--- config.mk ---
export PLATFORM = sky130hd
export DESIGN_NAME = d_ff_pipe
export DESIGN_NICKNAME = d
export VERILOG_FILES = /design/src/rtl/d_ff_pipe_pkg.sv /design/src/rtl/d_ff_pipe_en.sv /design/src/rtl/d_ff_pipe.sv
export SDC_FILE = /design/constraint.sdc
export NUM_CORES = 1
export LEC_CHECK = 0
export ABC_CLOCK_PERIOD_IN_PS = 2040
export CORE_UTILIZATION = 30
export DETAILED_ROUTE_END_ITERATION = 7
export SLEW_MARGIN = 0
export SYNTH_ARGS = -nofsm -noshare
export SYNTH_HDL_FRONTEND = slang
export SYNTH_SLANG_ARGS = --single-unit
--- constraint.sdc ---
create_clock -name clk -period 2.04 [get_ports clk]
set_clock_uncertainty 0.2 [all_clocks]
set_input_delay 0.51 -clock clk [delete_from_list [all_inputs] [get_ports clk]]
set_output_delay 0.51 -clock clk [all_outputs]
set_load 0.1 [all_outputs]
--- src/rtl/d_ff_pipe_pkg.sv ---
// Shared constants and width helpers for the d_ff_pipe delay line.
package d_ff_pipe_pkg;

  localparam int RESET_VAL_DEFAULT = 0;

  function automatic int clog2_f(input int n);
    int r;
    r = 0;
    for (int i = 0; i < 32; i++)
      if ((64'(1) << r) < 64'(n)) r++;
    return r;
  endfunction

  // Tap select needs at least one bit even for a single stage.
  function automatic int tsw_f(input int depth);
    return (clog2_f(depth) < 1) ? 1 : clog2_f(depth);
  endfunction

  function automatic int ocw_f(input int depth);
    return (clog2_f(depth + 1) < 1) ? 1 : clog2_f(depth + 1);
  endfunction

endpackage

--- src/rtl/d_ff_pipe_en.sv ---
// Single WIDTH-bit enabled register with synchronous reset to a parametrised value.
module d_ff_en #(
  parameter int               WIDTH     = 8,
  parameter logic [WIDTH-1:0] RESET_VAL = '0
) (
  input  logic             clk,
  input  logic             rst,
  input  logic             en,
  input  logic [WIDTH-1:0] D,
  output logic [WIDTH-1:0] Q
);

  logic [WIDTH-1:0] data_q;

  always_ff @(posedge clk) begin
    if (rst)     data_q <= RESET_VAL;
    else if (en) data_q <= D;
  end

  assign Q = data_q;

endmodule

--- src/rtl/d_ff_pipe.sv ---
// Stallable, flushable DEPTH-stage delay line with valid tracking, occupancy and tap.
module d_ff_pipe
  import d_ff_pipe_pkg::*;
#(
  parameter int               WIDTH     = 8,
  parameter int               DEPTH     = 4,
  parameter logic [WIDTH-1:0] RESET_VAL = WIDTH'(RESET_VAL_DEFAULT)
) (
  input  logic                       clk,
  input  logic                       rst,
  input  logic                       en,
  input  logic                       flush,
  input  logic                       in_valid,
  input  logic [WIDTH-1:0]           D,
  input  logic [tsw_f(DEPTH)-1:0]    tap_sel,
  output logic [WIDTH-1:0]           Q,
  output logic                       out_valid,
  output logic [WIDTH-1:0]           tap_Q,
  output logic                       tap_valid,
  output logic [ocw_f(DEPTH)-1:0]    occupancy
);

  localparam int TSW = tsw_f(DEPTH);
  localparam int OCW = ocw_f(DEPTH);

  logic [DEPTH-1:0][WIDTH-1:0] stg_in, stg_q;
  logic [DEPTH-1:0]            vld_q, vld_d;
  logic [OCW-1:0]              occ_q, occ_d;

  // Data stages shift on en alone; flush only touches the valid side.
  for (genvar g = 0; g < DEPTH; g++) begin : g_stg
    if (g == 0) begin : g_head
      assign stg_in[g] = D;
    end else begin : g_body
      assign stg_in[g] = stg_q[g-1];
    end
    d_ff_en #(.WIDTH(WIDTH), .RESET_VAL(RESET_VAL)) u_stg (
      .clk (clk),
      .rst (rst),
      .en  (en),
      .D   (stg_in[g]),
      .Q   (stg_q[g])
    );
  end

  always_comb begin
    vld_d = vld_q;
    occ_d = occ_q;
    if (flush) begin
      vld_d = '0;
      occ_d = '0;
    end else if (en) begin
      vld_d[0] = in_valid;
      for (int i = 1; i < DEPTH; i++) vld_d[i] = vld_q[i-1];
      occ_d = occ_q + OCW'(in_valid) - OCW'(vld_q[DEPTH-1]);
    end
  end

  always_ff @(posedge clk) begin
    if (rst) begin
      vld_q <= '0;
      occ_q <= '0;
    end else begin
      vld_q <= vld_d;
      occ_q <= occ_d;
    end
  end

  // Out-of-range selects fall through to zero.
  always_comb begin
    tap_Q     = '0;
    tap_valid = 1'b0;
    for (int i = 0; i < DEPTH; i++) begin
      if (tap_sel == TSW'(i)) begin
        tap_Q     = stg_q[i];
        tap_valid = vld_q[i];
      end
    end
  end

  assign Q         = stg_q[DEPTH-1];
  assign out_valid = vld_q[DEPTH-1];
  assign occupancy = occ_q;

endmodule
==> reports/results.ini, run 1 <==
[setup_path]
rr_startpoint = occupancy[0]
reg2reg_slack_ns = 0.08
path_class = in2out
critPathCaptureType = primary output
crit_slowest_cell = mux4_2
worst_path_largest_cell_delay_ns = 0.53
crit_buf_inv = 3
cp.required_ns = 1.33
worstPathArrival_ns = 1.42
critPathMaxFanout = 4
r2r_cells = 9
crit_path_cell_trace = buf_8 > buf_6 > mux4_2 > buf_12
start_kind = input pin
rr_endpoint = occupancy[2]
path_delay_family = multiplexers

[yosys]
synth_top_flop_cell = dfxtp_1
synthTopCellsByCount = 39 x dfxtp_1, 39 x nor2_1, 37 x mux2i_1, 9 x mux4_2
syn-cell-area_um2 = 1683
netlist.area_leader.share = 0.4639
synthArstFlopShare = 0
yosysTopAreaCell = dfxtp_1
synth_nets = 166
synthTopCellsByArea = dfxtp_1 46%, mux2i_1 22%, mux4_2 12%
synth_edf_count = 0
synth.distinct_cells = 16
syn_area_per_cell_um2 = 11.37
seq_area_frac_synth = 0.4639
ys_ff_latch = 39
synthCells = 148
synth_warnings = 0

[hold_path]
whs_endpoint = vld_q[0]
hold_depth = 2
worstHoldPathType = reg2reg
hp-start = vld_q[0]

[timing]
slew_headroom = 0.6948
worst_slack_ns = -0.08842
maxSlewViolCount = 0
min_period_ns = 2.128
rsz0062_at_grt = true
tightestPinTransition_ns = 0.4578
max_freq_mhz = 469.8
hold_viol_final = 0
period_share = 1.043
finalSetupViolCount = 9

[drt]
route.detailed.drc = 0
wirelength_um = 3533
viasPerCell = 4.673
first_pass_iters = 4
first_iter_violations = 61
routedWlPerCell_um = 13.59
detail-route-antenna-nets = 0
vias = 1215

[floorplan]
core.rowCount = 26
die_x_um = 76.90
ios = 36
core_um2 = 5238
fp.dieH_um = 76.90
die-area_um2 = 5913
initial_utilization = 0.3213

[clock_tree]
clock-sinks = 39
cts_max_path_buffers = 2
ctsHoldBuffers = 0
numCtsBuffers = 5
htree_num_levels = 2
clock-root-buffer = clkbuf_8
clk_pin_slew_worst_paths_ns = 0.07
clock_latency_ns = 0.29
cts_tree = yes

[final_layout]
syn_to_final_growth_pct = 49.89
layout-drive-gt1-share = 0.3737
diodes = 0
design_area_um2 = 2522
final_nets = 207
final_cells = 260

[place]
port_buffers = 35
place_congestion = 0.7351
placed_cells = 252
hpwl_um = 2720
postPlaceCellArea_um2 = 2421

[pwr]
ir_drop_uv = 335.0
p_leak_nw = 1.050
power_density_nw_per_um2 = 628.1

[status]
violations = negative setup slack
status = finished, violations left

[grt]
grt_pass1_vias = 1276
grt_usage = 0.1344
grt_pass1_wl_um = 6182
grt_max_degree = 33
grt_overflow = 0
grt_antenna_before_repair = 0

[run]
max_cap_violations = 0

[through the flow]
| stage | setup slack (ns) | setup TNS, ns | utilization | power [mW] | hold WS, ns |
|---|---|---|---|---|---|
| 6_report | -0.08842 | -0.6105 | 0.4816 | 1.584 | 0.3259 |
| 3_3_place_gp | -0.5579 | -5.271 | 0.4623 | 1.089 | 0.2919 |
| 3_5_place_dp | -0.5772 | -5.403 | 0.4623 | 1.098 | 0.3083 |
| 5_1_grt | -0.1144 | -0.8359 | 0.4816 | 1.663 | 0.3581 |
| 4_1_cts | -0.09646 | -0.6768 | 0.4785 | 1.607 | 0.3272 |
| 2_1_floorplan | -0.05385 | -0.5172 | - | 0.9964 | 0.2772 |
[timing repair]
item | CTS | global route
setup buffers | 0 | 1
gates cloned | 0 | 0
pin swaps | 0 | 2
resized for setup | 15 | 3
endpoints found under the setup margin | 10 | 10
[worst register-to-register path, cell delays in order (launching register included)]
cell	delay [ns]
dfxtp_4	0.37
inv_2	0.04
ha_4	0.21
inv_4	0.05
ha_4	0.12
inv_2	0.03
fa_2	0.35
xor2_2	0.18
a211oi_2	0.10
a31o_1	0.20
[where the power goes]
group / total, mW / leakage [nW] / internal [mW] / switching [mW]
clock network: 0.508 / 0.0445 / 0.239 / 0.269
logic: 0.279 / 0.683 / 0.131 / 0.149
registers: 0.798 / 0.323 / 0.779 / 0.0184
total: 1.58 / 1.05 / 1.15 / 0.436
[cells by family (layout without fill, tap and decap cells)]
logic type | after synthesis | after routing | synth area share
AND/OR/NAND/NOR | 40 | 40 | 0.09071
flip-flops | 39 | 39 | 0.4639
multiplexers | 46 | 46 | 0.3405
buffers and inverters | 16 | 58 | 0.05576
adder cells (fa/ha/maj) | 3 | 3 | 0.02676
XOR/XNOR | 1 | 1 | 0.005205
AO/OA/AOI/OAI | 3 | 3 | 0.01710
[cell usage in the layout (no fill, tap or decap)]
cell type and count:
inv_1 1, a31o_1 1, clkinv_2 1, buf_2 1, xor2_2 1, dlygate4sd2_1 1
clkinvlp_4 1, mux2i_1 37, dfxtp_4 3, a211oi_1 1, fa_2 1, clkbuf_8 5
dfxtp_2 8, or2_1 1, dfxtp_1 28, buf_4 7, a211oi_2 1, buf_12 24
ha_4 2, buf_8 1, inv_4 2, buf_6 2, nor2_1 39, mux4_2 9
inv_2 2, clkdlybuf4s50_1 10
[sequential cells by signal, indices dropped and copies added (netlist names)]
name and flops:
g_stg.u_stg.Q 32, vld_q 4, occupancy 3
[area by class of cell]
type | instances | area [um^2]
multi-input combinational | 93 | 843.3
fill | 467 | 2715
tap | 70 | 87.58
clock inverter | 3 | 18.77
timing repair buffer | 46 | 684.4
clock buffer | 5 | 68.82
inverter | 4 | 17.52
sequential | 39 | 802.0
[how the worst max path moves through the flow]
| stage | start | endpoint | cells after the start |
|---|---|---|---|
| after floorplan | occupancy[0] | occupancy[2] | 9 |
| after global placement | tap_sel[0] | tap_valid | 4 |
| after detailed placement | tap_sel[0] | tap_Q[6] | 4 |
| after CTS | tap_sel[1] | tap_Q[2] | 4 |
| after global routing | tap_sel[1] | tap_Q[2] | 4 |
| final | tap_sel[1] | tap_Q[2] | 4 |
[routing by layer]
layer / global-route usage / vias to the layer above / part of all wire
met5: 0 / - / 0
met4: 0.05192 / 0 / 0.016
met3: 0.04643 / 6 / 0.048
met2: 0.2393 / 30 / 0.52
met1: 0.1450 / 589 / 0.42
li1: - / 590 / -
No activity file was read; power rests on OpenSTA's default activity.
==> run 2: changes to the inputs <==
CORE_UTILIZATION = 40   (was 30)
PLACE_DENSITY = 0.68   (was default)
RECOVER_POWER = 25   (was default)
==> run 2 against run 1 <==
Register-to-register slack better by 0.02 ns. The flow still finishes with violations (negative setup slack). Non-clock buffer count rose by 3. Design area is 0.20% lower. Via count shrank 3.1%. Maximum frequency decreased by 0.81%.
==> reports/results.ini, run 2 (synthesis results as in run 1) <==
[timing]
hold_viol_final = 0  ; unchanged
worst_slack_ns = -0.1058  ; was -0.08842 ns
slew_headroom = 0.5690  ; was 0.6948
max_freq_mhz = 466.0  ; was 469.8 MHz
rsz0062_at_grt = true  ; unchanged
tightestPinTransition_ns = 0.6464  ; was 0.4578 ns
hold_slack_ns = 0.3162  ; was 0.3259 ns
min_period_ns = 2.146  ; was 2.128 ns
period_share = 1.052  ; was 1.043
finalSetupViolCount = 8  ; was 9
maxSlewViolCount = 0  ; unchanged

[final_layout]
layout_commonest_cell = nor2_1  ; unchanged
final_cells = 243  ; was 260
largest_reg_flops = 32  ; unchanged
layout-drive-gt1-share = 0.3731  ; was 0.3737
diodes = 0  ; unchanged
syn_to_final_growth_pct = 49.59  ; was 49.89%
design_area_um2 = 2517  ; was 2522 um^2
final_nets = 210  ; was 207
final_cell_mix = 39 x nor2_1, 37 x mux2i_1, 28 x dfxtp_1, 24 x buf_12  ; was 39 x nor2_1, 37 x mux2i_1, 28 x dfxtp_1, 24 x buf_12, 10 x clkdlybuf4s50_1

[drt]
first_pass_iters = 4  ; unchanged
viasPerCell = 4.844  ; was 4.673
vias = 1177  ; was 1215
route.detailed.drc = 0  ; unchanged
wirelength_um = 3330  ; was 3533 um
routedWlPerCell_um = 13.70  ; was 13.59 um
detail-route-antenna-nets = 0  ; unchanged
first_iter_violations = 31  ; was 61

[pwr]
sequentialPowerShare = 0.508  ; was 0.503
comb_power_share = 0.177  ; was 0.176
total_power_mw = 1.564  ; was 1.584 mW
pwr-share-clk = 0.315  ; was 0.320
power.internal_mw = 1.146  ; was 1.148 mW
swShare = 0.2671  ; was 0.2752
p_leak_nw = 1.073  ; was 1.050 nW
power_density_nw_per_um2 = 621.2  ; was 628.1 nW/um^2
ir_drop_uv = 453.0  ; was 335.0 uV
power.switching_mw = 0.4178  ; was 0.4361 mW

[floorplan]
core.rowCount = 23  ; was 26
fp.dieH_um = 66.86  ; was 76.90 um
core_um2 = 4029  ; was 5238 um^2
initial_utilization = 0.4177  ; was 0.3213
die_x_um = 66.86  ; was 76.90 um
ios = 36  ; unchanged
die-area_um2 = 4470  ; was 5913 um^2

[clock_tree]
ctsHoldBuffers = 0  ; unchanged
clk_pin_slew_worst_paths_ns = 0.07  ; about the same
cts_tree = yes  ; unchanged
clock-root-buffer = clkbuf_8  ; unchanged
clock_latency_ns = 0.29  ; about the same
cts_max_path_buffers = 2  ; unchanged
htree_num_levels = 2  ; unchanged
clock-sinks = 39  ; unchanged
numCtsBuffers = 5  ; unchanged

[setup_path]
critPathMaxFanout = 4  ; unchanged
r2r_cells = 9  ; unchanged
critPathCaptureType = primary output  ; unchanged
worstPathArrival_ns = 1.44  ; was 1.42 ns
cp.required_ns = 1.33  ; about the same
reg2reg_slack_ns = 0.10  ; was 0.08 ns
start_kind = input pin  ; unchanged
path_class = in2out  ; unchanged

[status]
violations = negative setup slack  ; unchanged
status = finished, violations left  ; unchanged

[grt]
grt_max_degree = 33  ; unchanged
grt_antenna_before_repair = 0  ; unchanged
grt_pass1_wl_um = 5230  ; was 6182 um
grt_overflow = 0  ; unchanged
grt_pass1_vias = 1105  ; was 1276
grt_usage = 0.1618  ; was 0.1344

[hold_path]
hold_depth = 2  ; unchanged
worstHoldPathType = reg2reg  ; unchanged

[place]
pre_cts_ws_ns = -0.5572  ; was -0.5772 ns
port_buffers = 35  ; unchanged
placed_cells = 231  ; was 252
place_congestion = 0.7228  ; was 0.7351
postPlaceCellArea_um2 = 2389  ; was 2421 um^2
hpwl_um = 2438  ; was 2720 um

[run]
max_cap_violations = 0  ; unchanged

==> run 2: cell count changes in the layout (fill, tap and decap cells not counted), moves of 2 or more <==
cell | before | now
buf_6 | 2 | 4
clkbuf_1 | 0 | 2
dfxtp_2 | 8 | 6
dfxtp_4 | 3 | 5
inv_4 | 2 | 0
==> run 2: routing by layer <==
layer | wire length [um] | track usage
met4 | 46 | 0.06383
met2 | 1616 | 0.2513
met1 | 1499 | 0.2002
met3 | 167 | 0.06164
met5 | 0 | 0
==> run 2: cell type report <==
| type | instances | area (um^2) |
|---|---|---|
| Sequential cell | 39 | 807.0 |
| Clock inverter | 1 | 5.005 |
| Tap cell | 50 | 62.56 |
| Fill cell | 329 | 1511 |
| Timing Repair Buffer | 49 | 708.2 |
| Multi-Input combinational cell | 93 | 843.3 |
| Clock buffer | 7 | 76.32 |
| Inverter | 4 | 15.01 |
==> run 2: power groups by stage <==
stage          combinational [mW]  sequential, mW  clock [mW]
2_1_floorplan               0.165           0.832           0
3_3_place_gp                0.273           0.815           0
3_5_place_dp                0.277           0.817           0
4_1_cts                     0.282           0.799       0.514
5_1_grt                     0.291           0.797       0.548
6_report                    0.277           0.795       0.492
==> run 2: worst paths after layout <==
path                                          start             endpoint
worst min register to register  g_stg[3].u_stg.Q[6]  g_stg[3].u_stg.Q[6]
worst max register to register         occupancy[0]         occupancy[2]
worst max-delay path                     tap_sel[1]             tap_Q[3]
worst min-delay path            g_stg[3].u_stg.Q[6]  g_stg[3].u_stg.Q[6]
==> run 2: metrics by stage <==
stage                       util  TNS, ns
after floorplan                -  -0.5172
after global placement    0.5929   -5.248
after detailed placement  0.5929   -5.274
after CTS                 0.6174  -0.8271
after global routing      0.6248  -0.7223
final                     0.6248  -0.5028
==> run 2: worst max-delay path, stage by stage <==
cell    delay [ns]
buf_6         0.07
buf_6         0.11
mux4_2        0.54
buf_12        0.19
==> run 2: what timing repair did <==
| action | 4_1_cts | 5_1_grt |
|---|---|---|
| endpoints found under the hold margin | 0 | 0 |
| gates cloned | 0 | 0 |
| pin swaps | 0 | 0 |
| setup endpoints to repair | 9 | 10 |
| resized for setup | 12 | 7 |
| setup buffers | 1 | 4 |
==> run 3: changes to the inputs <==
CTS_BUF_LIST = sky130_fd_sc_hd__clkbuf_8   (was default)
==> run 3 against run 2 <==
The flow still finishes with violations (negative setup slack). Cell count unchanged. Count of clock-buffer cells in the layout is 2 lower. Maximum frequency unchanged. Sequential power is essentially flat. Core utilization unchanged. First-iteration DRC count unchanged.
==> reports/results.ini, run 3 (synthesis results as in run 1) <==
[clock_tree]
clock-root-buffer = clkbuf_8  ; unchanged
htree_num_levels = 2  ; unchanged
clk_pin_slew_worst_paths_ns = 0.07  ; about the same
cts_max_path_buffers = 2  ; unchanged
clock_latency_ns = 0.29  ; about the same
ctsHoldBuffers = 0  ; unchanged
numCtsBuffers = 5  ; unchanged
clock-sinks = 39  ; unchanged
cts_tree = yes  ; unchanged

[place]
hpwl_um = 2438  ; unchanged
port_buffers = 35  ; unchanged
place_congestion = 0.7228  ; unchanged

[drt]
route.detailed.drc = 0  ; unchanged
detail-route-antenna-nets = 0  ; unchanged
viasPerCell = 4.848  ; was 4.844
wirelength_um = 3323  ; was 3330 um
first_iter_violations = 31  ; unchanged
routedWlPerCell_um = 13.67  ; was 13.70 um
first_pass_iters = 4  ; unchanged
vias = 1178  ; was 1177

[hold_path]
worstHoldPathType = reg2reg  ; unchanged

[floorplan]
die_x_um = 66.86  ; unchanged
ios = 36  ; unchanged
fp.dieH_um = 66.86  ; unchanged
initial_utilization = 0.4177  ; unchanged
core.rowCount = 23  ; unchanged
die-area_um2 = 4470  ; unchanged
core_um2 = 4029  ; unchanged

[grt]
grt_pass1_vias = 1105  ; unchanged
grt_usage = 0.1618  ; unchanged
grt_overflow = 0  ; unchanged
grt_antenna_before_repair = 0  ; unchanged
grt_max_degree = 33  ; unchanged
grt_pass1_wl_um = 5230  ; unchanged

[final_layout]
final_nets = 210  ; unchanged
final_cell_mix = 39 x nor2_1, 37 x mux2i_1, 28 x dfxtp_1, 24 x buf_12  ; unchanged
layout-drive-gt1-share = 0.3731  ; unchanged
largest_reg_flops = 32  ; unchanged
syn_to_final_growth_pct = 49.59  ; unchanged
layout_commonest_cell = nor2_1  ; unchanged
diodes = 0  ; unchanged

[timing]
tns_ns = -0.5031  ; was -0.5028 ns
hold_viol_final = 0  ; unchanged
slew_headroom = 0.5680  ; was 0.5690
finalSetupViolCount = 8  ; unchanged
max_freq_mhz = 466.0  ; unchanged
maxSlewViolCount = 0  ; unchanged
period_share = 1.052  ; unchanged
min_period_ns = 2.146  ; unchanged
tightestPinTransition_ns = 0.6480  ; was 0.6464 ns
worst_slack_ns = -0.1058  ; unchanged
rsz0062_at_grt = true  ; unchanged

[setup_path]
start_kind = input pin  ; unchanged
cp.required_ns = 1.33  ; about the same
worst_path_largest_cell_delay_ns = 0.54  ; about the same
critPathCaptureType = primary output  ; unchanged
path_class = in2out  ; unchanged
critPathMaxFanout = 4  ; unchanged
crit_slowest_cell = mux4_2  ; unchanged
crit_path_cell_trace = buf_6 > buf_6 > mux4_2 > buf_12  ; unchanged
worstPathArrival_ns = 1.44  ; about the same
crit_top_cell = buf_6  ; unchanged

[run]
max_cap_violations = 0  ; unchanged

[pwr]
total_power_mw = 1.554  ; was 1.564 mW
power_density_nw_per_um2 = 617.5  ; was 621.2 nW/um^2
ir_drop_uv = 453.0  ; about the same
p_leak_nw = 1.081  ; was 1.073 nW

[status]
status = finished, violations left  ; unchanged
violations = negative setup slack  ; unchanged

-- run 3: final cells by class --
cell class / count / area, um^2
fill: 329 / 1511
multi-input combinational: 93 / 843.3
sequential: 39 / 807.0
timing repair buffer: 49 / 708.2
clock buffer: 5 / 68.82
tap: 50 / 62.56
inverter: 4 / 15.01
clock inverter: 3 / 12.51
-- run 3: power by group --
group | total, mW | switching (mW) | internal, mW
Combinational | 0.277 | 0.148 | 0.129
Sequential | 0.795 | 0.0179 | 0.777
Clock | 0.482 | 0.253 | 0.230
-- run 3: what timing repair did --
action | 4_1_cts | 5_1_grt
gates resized for setup | 12 | 7
setup endpoints to repair | 9 | 10
buffers inserted | 1 | 4
-- run 3: worst max-delay path: cells and delay by family --
kind	cells	cell delay, ns
mux	1	0.54
buf+inv	3	0.37
-- run 3: final timing paths --
kind / from / end / slack, ns / depth (start not counted)
hold / removal: g_stg[3].u_stg.Q[6] / g_stg[3].u_stg.Q[6] / 0.32 / 2
hold reg to reg: g_stg[3].u_stg.Q[6] / g_stg[3].u_stg.Q[6] / 0.32 / 2
setup reg to reg: occupancy[0] / occupancy[2] / 0.10 / 9
setup / recovery: tap_sel[1] / tap_Q[3] / -0.11 / 4
-- run 3: per-stage QoR --
stage | setup WS [ns] | std cells | cell area [um^2] | util | hold slack, ns
finish | -0.1058 | 243 | 2517 | 0.6248 | 0.3162
global placement | -0.5509 | 231 | 2389 | 0.5929 | 0.2930
global route | -0.1232 | 243 | 2517 | 0.6248 | 0.3441
CTS | -0.1154 | 240 | 2487 | 0.6174 | 0.3296
floorplan | -0.05385 | 148 | 1767 | - | 0.2772
detailed placement | -0.5572 | 231 | 2389 | 0.5929 | 0.3100
-- run 3: metal layers --
layer  share of wire  global-route usage
met5               0                   0
met3           0.050             0.06164
met4           0.014             0.06383
met1            0.45              0.2002
met2            0.49              0.2513
==> patch: new RTL, flow settings as in run 2 <==
`WIDTH` is set to 8 in 2 places; all go to 9.
--- a/src/rtl/d_ff_pipe_en.sv
+++ b/src/rtl/d_ff_pipe_en.sv
@@ -2,3 +2,3 @@
 module d_ff_en #(
-  parameter int               WIDTH     = 8,
+  parameter int               WIDTH     = 9,
   parameter logic [WIDTH-1:0] RESET_VAL = '0
--- a/src/rtl/d_ff_pipe.sv
+++ b/src/rtl/d_ff_pipe.sv
@@ -4,3 +4,3 @@
 #(
-  parameter int               WIDTH     = 8,
+  parameter int               WIDTH     = 9,
   parameter int               DEPTH     = 4,
Ports: changed (resized D, Q and tap_Q); port bits go from 36 to 39. No check against the original RTL was run, so the function may have changed too.
==> patch against run 2 <==
- the flow still finishes with violations (negative setup slack)
- sequential cell count increased by 4
- die area rose by 9.2%
- routed wire length rose by 19%
- synthesized area rose by 9.5%
- critical endpoint is now tap_Q[5]
- global-route usage up 1.5 points
- power up 13%
- setup slack got worse by 0.024 ns
- design area is 8.2% higher
==> patch: results (changes against run 2) <==
nonclk buf count=50 (+2.0%); most area-consuming cells after synthesis=dfxtp_1 47%, mux2i_1 22%, mux4_2 12%; Synth Area in Compound Gates=1.56% (-0.15 points); dpl hpwl=2840 um (+16%); Hold EP=occupancy[0]; Setup TNS=-0.968 ns (-0.466 ns); number of port buffers=38 (+8.6%); dpl ws=-0.591 ns (-0.0338 ns); total leakage power=0.00116 uW (+8.3%); Via-to-Cell Ratio=5.03 (+3.9%); multiplexer share of the synthesized area=34.5% (+0.44 points); post-synthesis adder-cell area fraction=2.44% (-0.23 points); Register Area=881 um^2 (+9.1%); met3 Track Usage GR=5.63% (-0.54 points); final wirelength=3960 um (+19%); Setup crit end=tap_Q[5]; status=complete, but fails checks; vias in the first global route=1,367 (+24%); layout cells sized above 1=35.3% (-2.0 points); Die X=69.9 um (+4.5%); Arrival @ worst endpoint=1.46 ns (+0.02 ns); VDD IR max=0.528 mV (+17%); max reg flops=36 (+13%); Layout non-clock buf frac=27.6% (-0.56 points); Inverters=4 (unchanged); global-route wire length before repair=6640 um (+27%); Final Setup Violations=10 (+2); failing checks=negative setup slack; initial drt markers=56 (+81%); largest net degree at the start of global routing=46 (+39%); Tightest Pin Transition=0.729 ns (+0.0826 ns); GRT met1 Usage=20.1% (+0.072 points); syn nets=180 (+8.4%); Post-DP Area=2550 um^2 (+6.7%); nets=225 (+7.1%); Seq/Total Area, Yosys=46.7% (+0.31 points); GRT Resource Usage Total=17.6% (+1.5 points); Seq cells=43 (+10%); Final WS setup=-0.130 ns (-0.0243 ns); placer congestion estimate=0.662 (-8.5%); # clk buffers=8 (+1); R2R setup slack=0.07 ns (-0.03 ns); Post-CTS Resized=14 (+2); yosys warns=0 (unchanged); XOR/XNOR share of the synthesized area=0.475% (-0.045 points); FILL cells=342 (+4.0%)
==> patch: layer usage <==
| layer | up-vias | part of all wire, % |
|---|---|---|
| met4 | 0 | 0.28 |
| met2 | 27 | 54 |
| met3 | 2 | 4.8 |
| met5 | - | 0 |
| met1 | 630 | 41 |
| li1 | 644 | - |
==> patch: through the flow <==
stage	power [uW]	util, %	instances	hold slack [ns]
after floorplan	1090	-	161	0.277
after global placement	1190	58.1	247	0.290
after detailed placement	1200	58.1	247	0.304
after CTS	1780	61.3	257	0.328
after global routing	1840	62.1	259	0.345
final	1760	62.1	259	0.324
==> patch: worst reg2reg max path: stages (launching register included) <==
cell	delay, ns
dfxtp_4	0.35
inv_2	0.07
ha_4	0.19
inv_1	0.05
ha_2	0.16
inv_2	0.04
fa_2	0.36
xor2_2	0.16
a211oi_2	0.23
a31o_1	0.11
==> patch: where the power goes <==
part | total, uW | switching (uW) | internal, uW
registers | 881 | 20.5 | 861
clock network | 575 | 267 | 309
logic | 305 | 163 | 142
total | 1760 | 450 | 1310
